$ cat src/rtl/vga_pkg.sv
// Shared types and constants for the VGA pixel pipeline: colour struct, cell code,
// board dimension, the 16-entry cell palette and the grid-line colour.
package vga_pkg;

  typedef struct packed {
    logic [7:0] r;
    logic [7:0] g;
    logic [7:0] b;
  } rgb_t;

  typedef logic [3:0] cell_t;

  localparam int MATRIX_N = 10;

  localparam rgb_t GRID_RGB = rgb_t'(24'h606060);

  // Codes 8..15 are reserved and render as mid grey.
  localparam rgb_t PALETTE [16] = '{
    rgb_t'(24'h000000), rgb_t'(24'hFF0000), rgb_t'(24'h00FF00), rgb_t'(24'h0000FF),
    rgb_t'(24'hFFFF00), rgb_t'(24'h00FFFF), rgb_t'(24'hFF00FF), rgb_t'(24'hFFFFFF),
    rgb_t'(24'h808080), rgb_t'(24'h808080), rgb_t'(24'h808080), rgb_t'(24'h808080),
    rgb_t'(24'h808080), rgb_t'(24'h808080), rgb_t'(24'h808080), rgb_t'(24'h808080)
  };

endpackage

$ cat src/rtl/matrix_renderer_if.sv
// Pixel-side bundle between the VGA timing/matrix sources (master) and the
// renderer (slave): coordinates, syncs and cell matrix in, RGB and delayed syncs out.
interface matrix_renderer_if;
  import vga_pkg::*;

  logic                                  pix_en;
  logic [9:0]                            pixel_x;
  logic [9:0]                            pixel_y;
  logic                                  video_on;
  logic                                  hsync_in;
  logic                                  vsync_in;
  cell_t [MATRIX_N-1:0][MATRIX_N-1:0]    matriz;
  logic [7:0]                            red;
  logic [7:0]                            green;
  logic [7:0]                            blue;
  logic                                  hsync;
  logic                                  vsync;

  modport master (
    output pix_en, pixel_x, pixel_y, video_on, hsync_in, vsync_in, matriz,
    input  red, green, blue, hsync, vsync
  );

  modport slave (
    input  pix_en, pixel_x, pixel_y, video_on, hsync_in, vsync_in, matriz,
    output red, green, blue, hsync, vsync
  );
endinterface

$ cat src/rtl/cell_tracker.sv
// Division-free cell locator along one axis: tracks which cell (idx) and which
// pixel within that cell (sub) the last enabled position fell in.
module cell_tracker #(
  parameter int ORIGIN = 0,
  parameter int CELL   = 40,
  parameter int N      = 10
) (
  input  logic       clk,
  input  logic       rst,
  input  logic       en_i,
  input  logic [9:0] pos_i,
  output logic [3:0] idx_o,
  output logic [5:0] sub_o,
  output logic       inside_o
);

  localparam logic [9:0] LO       = 10'(ORIGIN);
  localparam logic [9:0] HI       = 10'(ORIGIN + N * CELL);
  localparam logic [5:0] LAST_SUB = 6'(CELL - 1);

  logic [3:0] idx_q, idx_d;
  logic [5:0] sub_q, sub_d;

  assign inside_o = (pos_i >= LO) && (pos_i < HI);
  assign idx_o    = idx_q;
  assign sub_o    = sub_q;

  // Reload at the window origin, otherwise step through the cell while inside.
  always_comb begin
    idx_d = idx_q;
    sub_d = sub_q;
    if (!en_i) begin
      idx_d = idx_q;
      sub_d = sub_q;
    end else if (pos_i == LO) begin
      idx_d = 4'd0;
      sub_d = 6'd0;
    end else if (inside_o && (sub_q == LAST_SUB)) begin
      idx_d = idx_q + 4'd1;
      sub_d = 6'd0;
    end else if (inside_o) begin
      sub_d = sub_q + 6'd1;
    end else begin
      idx_d = idx_q;
      sub_d = sub_q;
    end
  end

  always_ff @(posedge clk) begin
    if (rst) begin
      idx_q <= 4'd0;
      sub_q <= 6'd0;
    end else begin
      idx_q <= idx_d;
      sub_q <= sub_d;
    end
  end

endmodule

$ cat src/rtl/matrix_renderer_chk.sv
// Guards the renderer's cell indices: an on-board pixel must never map past cell 9.
module matrix_renderer_chk (
  input logic       clk,
  input logic       rst,
  input logic       in_board_i,
  input logic [3:0] col_idx_i,
  input logic [3:0] row_idx_i
);

  a_idx_in_range: assert property (@(posedge clk) disable iff (rst)
    in_board_i |-> ((col_idx_i < 4'd10) && (row_idx_i < 4'd10)));

endmodule

$ cat src/rtl/matrix_renderer.sv
// Maps VGA pixels onto the 10x10 cell board and emits palette RGB plus syncs,
// both with a fixed 2 pix_en latency. Define GRID_LINES_EN to overlay cell borders.
module matrix_renderer
  import vga_pkg::*;
#(
  parameter int          X0     = 120,
  parameter int          Y0     = 40,
  parameter int          CELL   = 40,
  parameter logic [23:0] BG_RGB = 24'h202020
) (
  input logic               clk,
  input logic               rst,
  matrix_renderer_if.slave  bus
);

  logic [3:0] col_idx_s, row_idx_s;
  logic [5:0] sub_x_s, sub_y_s;
  logic       x_inside_s, y_inside_s;
  logic       in_board_d;
  logic       in_board_q, video_on_q, hsync1_q, vsync1_q;
  logic       idx_bad_s, grid_s;
  cell_t      cell_s;
  rgb_t       rgb_d, rgb_q;
  logic       hsync_q, vsync_q;

  // Tracker registers double as the stage-1 column/row indices.
  cell_tracker #(.ORIGIN(X0), .CELL(CELL), .N(MATRIX_N)) u_x (
    .clk(clk), .rst(rst), .en_i(bus.pix_en), .pos_i(bus.pixel_x),
    .idx_o(col_idx_s), .sub_o(sub_x_s), .inside_o(x_inside_s)
  );

  cell_tracker #(.ORIGIN(Y0), .CELL(CELL), .N(MATRIX_N)) u_y (
    .clk(clk), .rst(rst), .en_i(bus.pix_en && (bus.pixel_x == 10'd0)), .pos_i(bus.pixel_y),
    .idx_o(row_idx_s), .sub_o(sub_y_s), .inside_o(y_inside_s)
  );

  assign in_board_d = bus.video_on && x_inside_s && y_inside_s;
  assign idx_bad_s  = (col_idx_s >= 4'(MATRIX_N)) || (row_idx_s >= 4'(MATRIX_N)) ||
                      (sub_x_s >= 6'(CELL)) || (sub_y_s >= 6'(CELL));
  assign cell_s     = idx_bad_s ? 4'd0 : bus.matriz[row_idx_s][col_idx_s];

`ifdef GRID_LINES_EN
  assign grid_s = (sub_x_s == 6'd0) || (sub_y_s == 6'd0) ||
                  ((col_idx_s == 4'(MATRIX_N - 1)) && (sub_x_s == 6'(CELL - 1))) ||
                  ((row_idx_s == 4'(MATRIX_N - 1)) && (sub_y_s == 6'(CELL - 1)));
`else
  assign grid_s = 1'b0;
`endif

  // Stage-2 colour select; an out-of-range index falls back to background.
  always_comb begin
    rgb_d = rgb_t'(24'h000000);
    if (!video_on_q) begin
      rgb_d = rgb_t'(24'h000000);
    end else if (!in_board_q || idx_bad_s) begin
      rgb_d = rgb_t'(BG_RGB);
    end else if (grid_s) begin
      rgb_d = GRID_RGB;
    end else begin
      rgb_d = PALETTE[cell_s];
    end
  end

  always_ff @(posedge clk) begin
    if (rst) begin
      in_board_q <= 1'b0;
      video_on_q <= 1'b0;
      hsync1_q   <= 1'b1;
      vsync1_q   <= 1'b1;
      rgb_q      <= rgb_t'(24'h000000);
      hsync_q    <= 1'b1;
      vsync_q    <= 1'b1;
    end else if (bus.pix_en) begin
      in_board_q <= in_board_d;
      video_on_q <= bus.video_on;
      hsync1_q   <= bus.hsync_in;
      vsync1_q   <= bus.vsync_in;
      rgb_q      <= rgb_d;
      hsync_q    <= hsync1_q;
      vsync_q    <= vsync1_q;
    end
  end

  assign bus.red   = rgb_q.r;
  assign bus.green = rgb_q.g;
  assign bus.blue  = rgb_q.b;
  assign bus.hsync = hsync_q;
  assign bus.vsync = vsync_q;

  matrix_renderer_chk u_chk (
    .clk(clk), .rst(rst), .in_board_i(in_board_q),
    .col_idx_i(col_idx_s), .row_idx_i(row_idx_s)
  );

endmodule
$ cat src/flat_wrapper.sv
// flat-port wrapper written by rule: the top's interface ports become plain ports
module matrix_renderer_flat import vga_pkg::*;
#(
  parameter int          X0     = 120,
  parameter int          Y0     = 40,
  parameter int          CELL   = 40,
  parameter logic [23:0] BG_RGB = 24'h202020
)
  (clk, rst, bus_pix_en, bus_pixel_x, bus_pixel_y, bus_video_on, bus_hsync_in, bus_vsync_in, bus_matriz, bus_red, bus_green, bus_blue, bus_hsync, bus_vsync);
  matrix_renderer_if bus_i ();
  input logic clk;
  input logic rst;
  input wire logic [$bits(bus_i.pix_en)-1:0] bus_pix_en;
  input wire logic [$bits(bus_i.pixel_x)-1:0] bus_pixel_x;
  input wire logic [$bits(bus_i.pixel_y)-1:0] bus_pixel_y;
  input wire logic [$bits(bus_i.video_on)-1:0] bus_video_on;
  input wire logic [$bits(bus_i.hsync_in)-1:0] bus_hsync_in;
  input wire logic [$bits(bus_i.vsync_in)-1:0] bus_vsync_in;
  input wire logic [$bits(bus_i.matriz)-1:0] bus_matriz;
  output wire logic [$bits(bus_i.red)-1:0] bus_red;
  output wire logic [$bits(bus_i.green)-1:0] bus_green;
  output wire logic [$bits(bus_i.blue)-1:0] bus_blue;
  output wire logic [$bits(bus_i.hsync)-1:0] bus_hsync;
  output wire logic [$bits(bus_i.vsync)-1:0] bus_vsync;
  assign bus_i.pix_en = bus_pix_en;
  assign bus_i.pixel_x = bus_pixel_x;
  assign bus_i.pixel_y = bus_pixel_y;
  assign bus_i.video_on = bus_video_on;
  assign bus_i.hsync_in = bus_hsync_in;
  assign bus_i.vsync_in = bus_vsync_in;
  assign bus_i.matriz = bus_matriz;
  assign bus_red = bus_i.red;
  assign bus_green = bus_i.green;
  assign bus_blue = bus_i.blue;
  assign bus_hsync = bus_i.hsync;
  assign bus_vsync = bus_i.vsync;
  matrix_renderer #(.X0(X0), .Y0(Y0), .CELL(CELL), .BG_RGB(BG_RGB)) u_core (.clk(clk), .rst(rst), .bus(bus_i));
endmodule
$ cat config.mk
export PLATFORM = sky130hd
export DESIGN_NAME = matrix_renderer_flat
export DESIGN_NICKNAME = d
export VERILOG_FILES = /design/src/rtl/vga_pkg.sv /design/src/rtl/matrix_renderer_if.sv /design/src/rtl/cell_tracker.sv /design/src/rtl/matrix_renderer_chk.sv /design/src/rtl/matrix_renderer.sv /design/src/flat_wrapper.sv
export SDC_FILE = /design/constraint.sdc
export NUM_CORES = 1
export LEC_CHECK = 0
export ABC_AREA = 1
export BUFFER_PORTS_ARGS = -buffer_cell sky130_fd_sc_hd__buf_4
export CAP_MARGIN = 10
export CORE_AREA = 4 4 173 175
export DETAILED_ROUTE_END_ITERATION = 8
export DIE_AREA = 0 0 177 179
export HOLD_SLACK_MARGIN = 0.05
export MAX_ROUTING_LAYER = met4
export SLEW_MARGIN = 10
export SYNTH_ARGS = -nofsm -noshare
export SYNTH_HDL_FRONTEND = slang
export SYNTH_SLANG_ARGS = --single-unit
$ cat constraint.sdc
create_clock -name clk -period 6.25 [get_ports clk]
set_input_delay 0.9375 -clock clk [delete_from_list [all_inputs] [get_ports clk]]
set_output_delay 0.9375 -clock clk [all_outputs]
set_load 0.005 [all_outputs]
[Yosys cells after proc, flatten, opt, wreduce, memory -nomap -nowiden]
Memories as Yosys holds them, arrays and structs flattened.
Cells that the tools add are included.
Word-level totals
  bits in read-only memories: 384
  RAM bits: 0
  output and inout bits: 26
  memories: 1
  flip-flop bits (word level): 50
  word-level logic and storage cells: 74
  bits in latches: 0
  input port bits: 426
Memory list
  (name not given): words 16, bits a word 24, read ports 1, clocked after Yosys merged registers in 0, write ports 0, line matrix_renderer.sv:60  | rgb_d = PALETTE[cell_s];
Cells by class
  equality and inequality tests: 4
  mux-type cells: 19
  add/sub/neg operators: 4
  shift operators: 0
  bitwise logic cells: 1
  reductions and logical operators: 21
  $lt $le $gt $ge: 11
  multiply operators: 0
  div/mod/pow operators: 0
Operator list (number)
  $bmux 40 s4: 1
  $mux 24: 4
  $mux 40: 1
  $mux 6: 6
  $mux 4: 6
  $bmux 4 s4: 1
  $add 6x1->6 const B: 2
  $eq 6x6->1 const B: 2
  $ge 6x6->1 const B: 2
  $eq 10x6->1 const B: 1
  $eq 10x7->1 const B: 1
  $ge 10x6->1 const B: 1
  $ge 10x7->1 const B: 1
  $logic_not 10->1: 1
  $lt 10x10->1 const B: 1
  $lt 10x9->1 const B: 1
  $lt 4x5->1 const B: 2
  $add 4x1->4 const B: 2
  $ge 4x4->1 const B: 2
  $reduce_and 2->1: 4
  $logic_and 1x1->1: 7
  $reduce_bool 3->1: 2
  $ge 5x5->1 const B: 1
  $not 4->5: 1
  3 further kinds: 7

[Logic depth before layout (Yosys ltp)]
Gate-level depths: netlist of run 1.
  word-level depth: 11
  mapped depth: 22

[Cells and area by module]
A second synthesis of run 1 with hierarchy kept.
Unflattened totals
  cell total of the unflattened synthesis: 1305
  area, all modules: 6675.2 sq um
Modules (own cells, without submodules)
  matrix_renderer: cells an instance 1088, area an instance 5223.8 sq um, instances 1
  cell_tracker (u_core.u_y): cells an instance 116, area an instance 780.7 sq um, instances 1
  cell_tracker (u_core.u_x): cells an instance 101, area an instance 670.6 sq um, instances 1

[Least setup slack after synthesis of run 1]
No wires, ideal clock.
  path kind: input -> register
  start: input port bus_pix_en
  end: register u_core.u_x.idx_q[2], in the netlist u_core.u_x.idx_o[2]
  cell stages on the path: 9
  data required time: 6185 ps
  arrival time: 2388 ps
  path buffers: 1
  path slack: 3797 ps
  setup time: 65 ps
  path through: clkbuf_1 -> clkinv_1 -> nor2_1 -> inv_1 -> a21oi_1 -> inv_1 -> o21ai_0 -> nand2_1 -> nor2_1
Between the ends
  longest elaborated chain between the ends: 1
RTL lines
  start: declaration: line flat_wrapper.sv:13  | input wire logic [$bits(bus_i.pix_en)-1:0] bus_pix_en;
  $reduce_and 2->1 (no source line)
  end signal: assignment: line cell_tracker.sv:54  | idx_q <= idx_d;
  end: declaration: line cell_tracker.sv:21  | logic [3:0] idx_q, idx_d;
Every way passes these cells.
A chain may end at the register's enable or synchronous reset.

[Worst setup path after layout of run 1]
  start: register u_core.u_y.idx_q[2], in the netlist u_core.u_y.idx_o[2]
  end: register u_core.rgb_q (netlist bit u_core.bus.green[5])
Between the ends
  longest elaborated chain between the ends: 11
  elaborated cells between the ends (all ways): 16
  those cells by class: 1 x order compare; 9 x mux; 1 x bitwise; 4 x reduce/logical; 1 x memory
RTL lines
  start: declaration: line cell_tracker.sv:21
  start signal: assignment: line cell_tracker.sv:54
  $bmux 40 s4 / $ge 4x4->1 (equally long branches): line matrix_renderer.sv:40, matrix_renderer.sv:38
  $mux 40 (implied by the code) / $logic_or 1x1->1 (equally long branches): line matrix_renderer.sv:40, matrix_renderer.sv:38
  $bmux 4 s4 / $logic_or 1x1->1 (equally long branches): line matrix_renderer.sv:40, matrix_renderer.sv:38
  $mux 4 (implied by the code) / $logic_or 1x1->1 (equally long branches): line matrix_renderer.sv:40, matrix_renderer.sv:39
  $mux 4: line matrix_renderer.sv:40  | assign cell_s = idx_bad_s ? 4'd0 : bus.matriz[row_idx_s][col_idx_s];
  $not 4->5 (implied by the code): line matrix_renderer.sv:60
  $mem_v2 16x24
  $mux 24 (implied by the code) (2 in series): line matrix_renderer.sv:60
  $mux 24 *: line matrix_renderer.sv:55  | end else if (!in_board_q || idx_bad_s) begin
  $mux 24 *: line matrix_renderer.sv:53  | if (!video_on_q) begin
  end signal: assignment: line matrix_renderer.sv:70  | rgb_q <= rgb_t'(24'h000000);
  end signal: assignment: line matrix_renderer.sv:78  | rgb_q <= rgb_d;
  end: declaration: line matrix_renderer.sv:23  | rgb_t rgb_d, rgb_q;
Every way passes the cells marked *; elsewhere a longest branch is shown, timed or not. The select of a mux whose other input is x is not followed.

==> out/metrics.cfg, run 1 <==
[status]
status=complete, no violations

[clock_tree]
clock_sinks=35
clock_latency_ps=280
clk_path_buf_depth=2
clk_pin_slew_ps=60
cts_tree=yes
postCtsHoldBufs=0
cts_root_buffer=clkbuf_16
numCtsBuffers=5
cts-resized-gates=0
cts_max_level=2
postCtsSetupBuffers=0

[worst_setup_path]
cp-end-kind=flip-flop
crit_required_ps=6460
worstSetupPathType=reg2reg
cp-start-kind=flip-flop
arrival_ps=3610
worstPathMaxFanout=29

[placement]
place_congestion=0.880
hpwl_um=27600
io_buffers=451

[synth]
synth_top_cell_area_share_pct=24.6
synth_cells=1257
seq_area_frac_synth_pct=11.0
synth_edf_count=0
avgSynthCellArea_um2=5.06
synth_nets=1689
yosys_warnings=0
synth.cell_area_um2=6360
synth_area_leaders=nand2_1 25%, nand3_1 12%, dfxtp_1 11%
ys_top_cells_by_count=417 x nand2_1, 183 x nor2_1, 153 x nand3_1
yosysUniqueCellTypes=42
synth_top_area_cell=nand2_1
postSynth.asyncResetShare_pct=0
ys_seq_elements=35
yosysMostFrequentCell=nand2_1
synthFlopType=dfxtp_1

[cells_and_area]
fillers=3285
multiInputGateArea_um2=4590
nets=2052
syn2layout_area_growth_pct=54.0
drive_gt1_share_pct=29.7
seq_area_um2=709

[sta]
finClkSkew_ps=2.89
final.period_utilization_pct=54.4
fmax_ghz=0.294
max_slew_margin_pct=15.8
maxSlewViolCount=0
period_minus_slack_ps=3400
rsz0062_at_grt=no
worstMarginPinSlew_ps=1260
setup_violations=0
hold_viol=0
whs_ps=462
finalSetupTns_ps=0

[power]
p_total_mw=0.810
powerDensity_nw_per_um2=82.7
ir_drop_mv=0.0857
p_leak_nw=5.13

[floorplan]
core_um2=28500
die-area_um2=31700
fp.dieW_um=177
num_rows=62
start_util_pct=22.3
die_h_um=179
floorplan.io_pins=452

[grt]
grt_max_degree=213
antenna_found_initial=2
use_met3_pct=3.71
grt_pass1_vias=8832
grt_util_met1_pct=24.4
grt-ovfl-total=0
grt.busiest_layer=met2
grt_pass1_wl_um=49500
met2_usage_pct=36.8
grt_usage_pct=20.6

[route]
ant_nets=0
drc=0
first_pass_iters=5
drt-initial-drc-count=577
wl_per_cell_um=17.2
wl_um=34600
vias=9398
via_per_inst=4.68

[hold_path]
hold_class=reg2reg

[run]
maxCapViolations=0

[cells by family after synthesis]
family,share of synthesized area [%]
XOR/XNOR,0.276
multiplexers,0.630
flip-flops,11.0
buffers and inverters,16.7
AO/OA/AOI/OAI,19.3
adder cells (fa/ha/maj),1.18
AND/OR/NAND/NOR,50.9
[through the flow]
stage / area (µm²) / setup slack (ps) / cells / utilization, %
floorplan: 6360 / 3800 / 1257 / -
global placement: 9640 / 3000 / 1997 / 33.9
detailed placement: 9640 / 2890 / 1997 / 33.9
CTS: 9790 / 2870 / 2005 / 34.4
global route: 9790 / 2490 / 2007 / 34.4
finish: 9790 / 2850 / 2007 / 34.4
[final timing paths]
check                            from             endpoint  slack (ps)  cells after the start
setup / recovery  u_core.u_y.idx_o[2]  u_core.bus.green[5]        2850                     19
hold / removal        u_core.hsync1_q      u_core.hsync1_q         460                      2
setup reg to reg  u_core.u_y.idx_o[2]  u_core.bus.green[5]        2850                     19
hold reg to reg       u_core.hsync1_q      u_core.hsync1_q         460                      2
[area by class of cell]
type | instances | area share, %
multi-input cells | 1011 | 46.9
repair buffers | 457 | 35.2
flip-flops and latches | 35 | 7.25
well taps | 384 | 4.91
inverters | 110 | 4.27
clock buffers | 6 | 1.32
clock inverters | 2 | 0.128
diodes | 2 | 0.0511
[layout by cell type, fill, tap and decap left out, types with 2 or more instances in the layout]
cell type | netlist | layout
mux2i_1 | 4 | 4
o311ai_0 | 2 | 2
inv_2 | 2 | 3
o21ai_0 | 87 | 87
o311ai_1 | 4 | 4
a211oi_1 | 3 | 3
nor2_1 | 183 | 183
nand2_1 | 417 | 417
o21ai_1 | 20 | 20
dfxtp_4 | 0 | 2
nand4_1 | 6 | 6
o221ai_1 | 8 | 8
a21oi_1 | 44 | 44
dfxtp_1 | 35 | 32
nor4_1 | 5 | 5
nor3_1 | 12 | 12
ha_1 | 6 | 6
or2_2 | 3 | 3
diode_2 | 0 | 2
o211ai_1 | 29 | 29
or2_1 | 2 | 2
inv_1 | 105 | 104
xor2_1 | 2 | 2
clkinv_1 | 2 | 2
buf_4 | 38 | 456
o31ai_1 | 3 | 3
nand3_1 | 153 | 153
nor3b_1 | 4 | 4
o22ai_1 | 4 | 4
clkbuf_16 | 0 | 5
[where the power goes]
| part | internal [mW] | total, mW | switching [mW] |
|---|---|---|---|
| Clock | 0.147 | 0.243 | 0.0958 |
| Sequential | 0.226 | 0.228 | 0.00231 |
| Combinational | 0.212 | 0.339 | 0.127 |
[layer usage]
| metal | part of all wire [%] | up-vias |
|---|---|---|
| met5 | 0 | - |
| met4 | 1.8 | 0 |
| met3 | 7.7 | 37 |
| met2 | 50 | 371 |
| met1 | 41 | 4206 |
| li1 | - | 4784 |
[registers in the layout (all words and copies together), names as in the netlist, 3 cells and up]
signal,flops
u_core.bus.blue,3
u_core.bus.green,3
u_core.bus.red,3
u_core.u_x.idx_o,4
u_core.u_x.sub_o,6
u_core.u_y.idx_o,4
u_core.u_y.sub_o,6
[worst max-delay path, cell delays in order (launching register included)]
cell     delay [ps]
dfxtp_2         610
buf_4           390
nor2_2           90
nand2_1         330
inv_1           510
a21oi_1         260
nand2_1          80
nand2_1          60
nor2_1           40
a21oi_1         110
nand2_1          70
nand2_1         120
nand2_1          90
nor2_1          100
nand2_1          80
nand2_1         100
nand2_1          50
nand2_1          50
nand2_1          40
a21oi_1         110
Note: power is estimated with default switching activity, not from simulation.
==> inputs of run 2 (changes only) <==
--- a/config.mk
+++ b/config.mk
@@ -8,9 +8,9 @@
 export ABC_AREA = 1
 export BUFFER_PORTS_ARGS = -buffer_cell sky130_fd_sc_hd__buf_4
 export CAP_MARGIN = 10
-export CORE_AREA = 4 4 173 175
+export CORE_AREA = 4 4 172 174
 export DETAILED_ROUTE_END_ITERATION = 8
-export DIE_AREA = 0 0 177 179
+export DIE_AREA = 0 0 176 178
 export HOLD_SLACK_MARGIN = 0.05
 export MAX_ROUTING_LAYER = met4
 export SLEW_MARGIN = 10
==> constraint.sdc (replaced) <==
create_clock -name clk -period 2.94 [get_ports clk]
set_input_delay 0.441 -clock clk [delete_from_list [all_inputs] [get_ports clk]]
set_output_delay 0.441 -clock clk [all_outputs]
set_load 0.005 [all_outputs]
==> run 2 against run 1 <==
Net effect:
- die area fell by 1.1%
- register-to-register slack got worse by 2500 ps
- combinational power rose by 110%
- maximum frequency rose by 30%
- critical path depth fell by 6
- clock power rose to 2.7 times the previous value
- largest cell class unchanged
==> out/metrics.cfg, run 2 (synthesis gave the netlist of run 1 again) <==
[floorplan]
die_h_um=178  ; -0.56%
start_util_pct=22.9  ; +0.55 points
floorplan.io_pins=452  ; unchanged
core_um2=27800  ; -2.4%
fp.dieW_um=176  ; -0.56%
num_rows=61  ; -1.6%
die-area_um2=31300  ; -1.1%

[grt]
grt-ovfl-total=0  ; unchanged
grt_usage_pct=21.7  ; +1.0 points
antenna_found_initial=3  ; +1
grt_pass1_vias=9233  ; +4.5%
grt_pass1_wl_um=51800  ; +4.7%
grt_max_degree=82  ; -62%

[clock_tree]
clk_path_buf_depth=2  ; unchanged
clk_pin_slew_ps=60  ; about the same
postCtsSetupBuffers=0  ; unchanged
clock_sinks=35  ; unchanged
cts_root_buffer=clkbuf_16
postCtsHoldBufs=0  ; unchanged
numCtsBuffers=5  ; unchanged
cts-resized-gates=0  ; unchanged
clock_latency_ps=280  ; about the same
cts_max_level=2  ; unchanged
cts_tree=yes

[cells_and_area]
final_common_cell=buf_4
layout.cells.non_filler=2025  ; +0.90%
final_area_um2=10100  ; +2.9%
final_util_pct=36.3  ; +1.9 points
drive_gt1_share_pct=30.7  ; +0.98 points
final_cell_mix=473 x buf_4, 417 x nand2_1, 183 x nor2_1, 153 x nand3_1, 104 x inv_1
syn2layout_area_growth_pct=58.5
nets=2075  ; +1.1%

[placement]
hpwl_um=29200  ; +5.8%
pre_cts_slack_ps=367  ; -2520 ps
place_congestion=0.939  ; +6.8%
io_buffers=451  ; unchanged
postPlaceCellArea_um2=9880  ; +2.5%
placed_cells=2014  ; +0.85%

[status]
status=complete, no violations

[sta]
fmax_ghz=0.382  ; +30%
setup_ws_ps=325  ; -2530 ps
rsz0062_at_grt=no
hold_viol=0  ; unchanged
maxSlewViolCount=0  ; unchanged
max_slew_margin_pct=52.3  ; +37 points
finalSetupTns_ps=0  ; unchanged
period_minus_slack_ps=2620  ; -783 ps
setup_violations=0  ; unchanged
final.period_utilization_pct=89.0  ; +35 points
worstMarginPinSlew_ps=714  ; -549 ps
finClkSkew_ps=6.98  ; +4.08 ps

[route]
drt-initial-drc-count=627  ; +8.7%
first_pass_iters=5  ; unchanged
wl_um=35700  ; +3.3%
vias=9564  ; +1.8%
wl_per_cell_um=17.6  ; +2.3%
via_per_inst=4.72  ; +0.86%
drc=0  ; unchanged
ant_nets=0  ; unchanged

[worst_setup_path]
worstSetupPathType=reg2reg
crit_path_top_delay_cell=buf_4
cp-start-kind=flip-flop
crit_required_ps=3160  ; -3300 ps
arrival_ps=2830  ; -780 ps
cp-end-kind=flip-flop
path_cells=buf_4 -> nand3_1 -> nand3_1 -> nand3_1 -> nand2_1 -> nand3_1 -> nand3_1 -> nand3_1 -> nand2_1 -> nand2_1 -> o21ai_2 -> nand4_1 -> a21oi_1
slowest_delay_ps=500  ; -110 ps
worstPathMaxFanout=53  ; +83%
cp_common_cell=nand3_1

[power]
ir_drop_mv=0.194  ; +130%
p_leak_nw=5.29  ; +3.1%
powerDensity_nw_per_um2=185  ; +120%

[hold_path]
hold_class=in2reg

[run]
maxCapViolations=0  ; unchanged

[run 2: area by class of cell]
class                      count  area [µm²]
antenna                        3        7.51
clock buffer                   7         154
timing repair buffer         480        3690
multi-input combinational   1011        4590
clock inverter                 1        30.0
tap                          378         473
fill                        3189       17700
sequential                    35         709
inverter                     110         418
[run 2: worst paths after layout]
| kind | from | end | slack [ps] | depth (start not counted) |
|---|---|---|---|---|
| max reg2reg | u_core.u_y.idx_o[1] | u_core.bus.red[6] | 320 | 13 |
| min reg2reg | u_core.vsync1_q | u_core.vsync1_q | 460 | 2 |
| min | bus_hsync_in | u_core.hsync1_q | 370 | 3 |
| max | u_core.u_y.idx_o[1] | u_core.bus.red[6] | 320 | 13 |
[run 2: metrics by stage]
stage | total power, mW | hold WS [ps]
after floorplan | 0.700 | 429
after global placement | 1.22 | 438
after detailed placement | 1.22 | 444
after CTS | 1.88 | 364
after global routing | 1.97 | 383
final | 1.86 | 371
[run 2: worst max-delay path: cells and delay by family, from the launching register on]
family	cells	cell delay, ps
flip-flops	1	370
AO/OA/AOI/OAI	2	330
AND/OR/NAND/NOR	10	1290
buffers and inverters	1	500
[run 2: where the power goes]
| group | switching [mW] | leakage, nW | internal, mW |
|---|---|---|---|
| Combinational | 0.269 | 4.91 | 0.454 |
| Sequential | 0.00501 | 0.286 | 0.480 |
| Clock | 0.204 | 0.0893 | 0.452 |
| Total | 0.478 | 5.29 | 1.39 |
[run 2: metal layers]
| metal | vias up | wire length [µm] | global-route usage [%] | share of wire (%) |
|---|---|---|---|---|
| li1 | 4833 | - | - | - |
| met1 | 4268 | 14000 | 25.1 | 39 |
| met2 | 405 | 17900 | 38.1 | 50 |
| met3 | 58 | 2700 | 3.77 | 7.6 |
| met4 | 0 | 1060 | 7.02 | 3.0 |
| met5 | - | 0 | - | 0 |
==> inputs of run 3 (changes only) <==
--- a/config.mk
+++ b/config.mk
@@ -5,12 +5,11 @@
 export SDC_FILE = /design/constraint.sdc
 export NUM_CORES = 1
 export LEC_CHECK = 0
-export ABC_AREA = 1
 export BUFFER_PORTS_ARGS = -buffer_cell sky130_fd_sc_hd__buf_4
 export CAP_MARGIN = 10
-export CORE_AREA = 4 4 172 174
+export CORE_AREA = 4 4 171 173
 export DETAILED_ROUTE_END_ITERATION = 8
-export DIE_AREA = 0 0 176 178
+export DIE_AREA = 0 0 175 177
 export HOLD_SLACK_MARGIN = 0.05
 export MAX_ROUTING_LAYER = met4
 export SLEW_MARGIN = 10
==> run 3 against run 2 <==
Net effect:
- count of clock-buffer cells in the layout is 1 lower
- clock skew hardly changed
- cell count is 31% lower
- total power is 3.6% lower
- final area is 4.3% lower
- clock power is 6.9% lower
- flip-flop and latch count stayed put
- non-clock buffer count is 23 higher
- critical endpoint is now u_core.bus.blue[5]
- largest power group unchanged
==> out/metrics.cfg, run 3 <==
[worst_setup_path]
arrival_ps=3020  ; +190 ps
worstSetupPathType=reg2reg
crit_path_top_delay_cell=dfxtp_4
crit-reg2reg-launch=u_core.u_y.idx_o[0]
crit_required_ps=3140  ; -20 ps
critical-path-top-delay-family=compound AO/OA/AOI/OAI gates
cp-end-kind=flip-flop
r2r_cells=12  ; -1
startpoint=u_core.u_y.idx_o[0]
cp_common_cell=buf_12
path_buf_inv=5  ; +4
path_cells=buf_12 -> buf_12 -> buf_12 -> mux4_1 -> mux2i_1 -> buf_4 -> o2111ai_4 -> nand4_1 -> o32ai_2 -> inv_1 -> maj3_2 -> o32ai_2
slowest_delay_ps=360  ; -140 ps
cp-start-kind=flip-flop
cp.depth=12  ; -1
worstPathMaxFanout=15  ; -72%

[sta]
fmax_ghz=0.354  ; -7.3%
final.period_utilization_pct=96.0  ; +7.1 points
finClkSkew_ps=7.27  ; +0.292 ps
period_minus_slack_ps=2820  ; +207 ps
rsz0062_at_grt=yes
worstMarginPinSlew_ps=654  ; -60.3 ps
hold_viol=0  ; unchanged
finalSetupTns_ps=0  ; unchanged
max_slew_margin_pct=56.1  ; +3.7 points
maxSlewViolCount=0  ; unchanged
whs_ps=366  ; -4.51 ps
setup_violations=0  ; unchanged

[cells_and_area]
multiInputGateArea_um2=4360  ; -5.1%
final_util_pct=34.9  ; -1.4 points
syn2layout_area_growth_pct=76.3
final_cell_mix=491 x buf_4, 96 x mux2i_1, 51 x mux4_2, 41 x nor2_1
fillers=2879  ; -9.7%
seq_area_um2=712  ; +0.35%
final_area_um2=9650  ; -4.3%
drive_gt1_share_pct=59.4  ; +29 points
diodes=0  ; -3
final_common_cell=buf_4
nets=1446  ; -30%

[status]
status=complete, no violations

[hold_path]
hold_class=in2reg
worstHoldPathCells=2  ; -1
min_from=bus_vsync_in

[route]
via_per_inst=4.88  ; +3.4%
ant_nets=0  ; unchanged
vias=6802  ; -29%
first_pass_iters=4  ; -1
drc=0  ; unchanged
wl_per_cell_um=23.1  ; +31%
wl_um=32200  ; -10%
drt-initial-drc-count=411  ; -34%

[clock_tree]
clock_sinks=35  ; unchanged
cts_root_buffer=clkbuf_16
clk_path_buf_depth=2  ; unchanged
cts_tree=yes
numCtsBuffers=5  ; unchanged
clk_pin_slew_ps=60  ; about the same
cts_max_level=2  ; unchanged
clock_latency_ps=290  ; about the same

[floorplan]
die-area_um2=31000  ; -1.1%
num_rows=61  ; unchanged
start_util_pct=19.8  ; -3.1 points
floorplan.io_pins=452  ; unchanged
die_h_um=177  ; -0.56%
fp.dieW_um=175  ; -0.57%
core_um2=27600  ; -0.55%

[grt]
grt.busiest_layer=met2
met2_usage_pct=35.5  ; -2.6 points
grt_max_degree=42  ; -49%
grt_pass1_vias=7251  ; -21%
grt_usage_pct=20.0  ; -1.7 points
grt_util_met1_pct=24.2  ; -0.95 points
grt-ovfl-total=0  ; unchanged
antenna_found_initial=0  ; -3
grt_pass1_wl_um=45300  ; -13%
use_met3_pct=3.50  ; -0.27 points

[power]
ir_drop_mv=0.191  ; -1.5%
p_leak_nw=3.95  ; -25%
powerDensity_nw_per_um2=186  ; +0.73%
p_total_mw=1.80  ; -3.6%

[synth]
ys_seq_elements=35  ; unchanged
yosysMostFrequentCell=mux2i_1
avgSynthCellArea_um2=9.60  ; +90%
synth_nets=1002  ; -41%
synth_edf_count=0  ; unchanged
synth_cells=570  ; -55%
synthFlopType=dfxtp_1
yosys_warnings=0  ; unchanged
synth_top_area_cell=mux4_2
seq_area_frac_synth_pct=12.8  ; +1.8 points
postSynth.asyncResetShare_pct=0  ; unchanged
synth.cell_area_um2=5470  ; -14%
synth_top_cell_area_share_pct=21.0  ; -3.6 points
yosysUniqueCellTypes=62  ; +48%
synth_area_leaders=mux4_2 21%, mux2i_1 18%, dfxtp_1 13%
ys_top_cells_by_count=96 x mux2i_1, 51 x mux4_2, 41 x nor2_1

[placement]
postPlaceCellArea_um2=9330  ; -5.6%
hpwl_um=27700  ; -5.4%
place_congestion=0.977  ; +4.0%
io_buffers=451  ; unchanged

[run]
maxCapViolations=0  ; unchanged

[run 3: changes by cell type after synthesis, sizes merged, moves of 10 or more]
cell,change
mux2i,+92
nor2,-141
a221oi,+10
nand2,-389
o211ai,-26
mux2,+11
o21ai,-82
nand3,-146
a22oi,+16
a21oi,-13
inv,-99
mux4,+58
buf,-30
[run 3: layout make-up]
cell class / count / area share (%)
clock buffers: 6 / 1.34
clock inverters: 2 / 0.389
inverters: 9 / 0.350
multi-input cells: 460 / 45.2
flip-flops and latches: 35 / 7.38
well taps: 378 / 4.90
repair buffers: 503 / 40.4
[run 3: worst reg2reg max path, delay by kind of cell, from the launching register on]
kind                     cells  cell delay, ps
multiplexers                 2             440
adder cells (fa/ha/maj)      1             350
AND/OR/NAND/NOR              1             170
buffers and inverters        5             670
flip-flops                   1             360
AO/OA/AOI/OAI                3             760
[run 3: worst paths after layout]
| kind | endpoint | slack [ps] |
|---|---|---|
| worst min-delay path | u_core.vsync1_q | 370 |
| worst max register to register | u_core.bus.blue[5] | 120 |
| worst min register to register | u_core.bus.vsync | 460 |
| worst max-delay path | u_core.bus.blue[5] | 120 |
[run 3: layer usage]
| layer | share of wire, % | vias up |
|---|---|---|
| met5 | 0 | - |
| met3 | 6.9 | 41 |
| li1 | - | 3143 |
| met4 | 1.6 | 0 |
| met1 | 41 | 3299 |
| met2 | 51 | 319 |
[run 3: where the power goes]
| part | switching, mW | internal, mW | leakage, nW | total (mW) |
|---|---|---|---|---|
| registers | 0.00660 | 0.481 | 0.287 | 0.488 |
| clock network | 0.211 | 0.400 | 0.0771 | 0.611 |
| logic | 0.218 | 0.481 | 3.58 | 0.698 |
[run 3: kinds of logic (layout without fill, tap and decap cells)]
family	count (synthesis)	in the layout	share of synthesized area, %
and+or+nand+nor	136	136	12.7
buffers and inverters	75	520	9.08
xor gates and xnor gates	15	15	2.40
muxes	165	165	44.2
AOI/OAI and AO/OA	137	137	17.3
adders and majority gates	7	7	1.58
DFF	35	35	12.8
[run 3: what timing repair did]
action / 4_1_cts / 5_1_grt
setup endpoints to repair: 8 / 9
pin swaps: 1 / 5
gates resized for setup: 5 / 15
hold buffers: 0 / 0
setup buffers: 4 / 0
[run 3: through the flow]
| stage | cells | setup slack (ps) |
|---|---|---|
| after CTS | 1393 | 18.3 |
| after global routing | 1393 | -20.6 |
| final | 1393 | 117 |
| after floorplan | 570 | 356 |
| after global placement | 1381 | -116 |
| after detailed placement | 1381 | -128 |
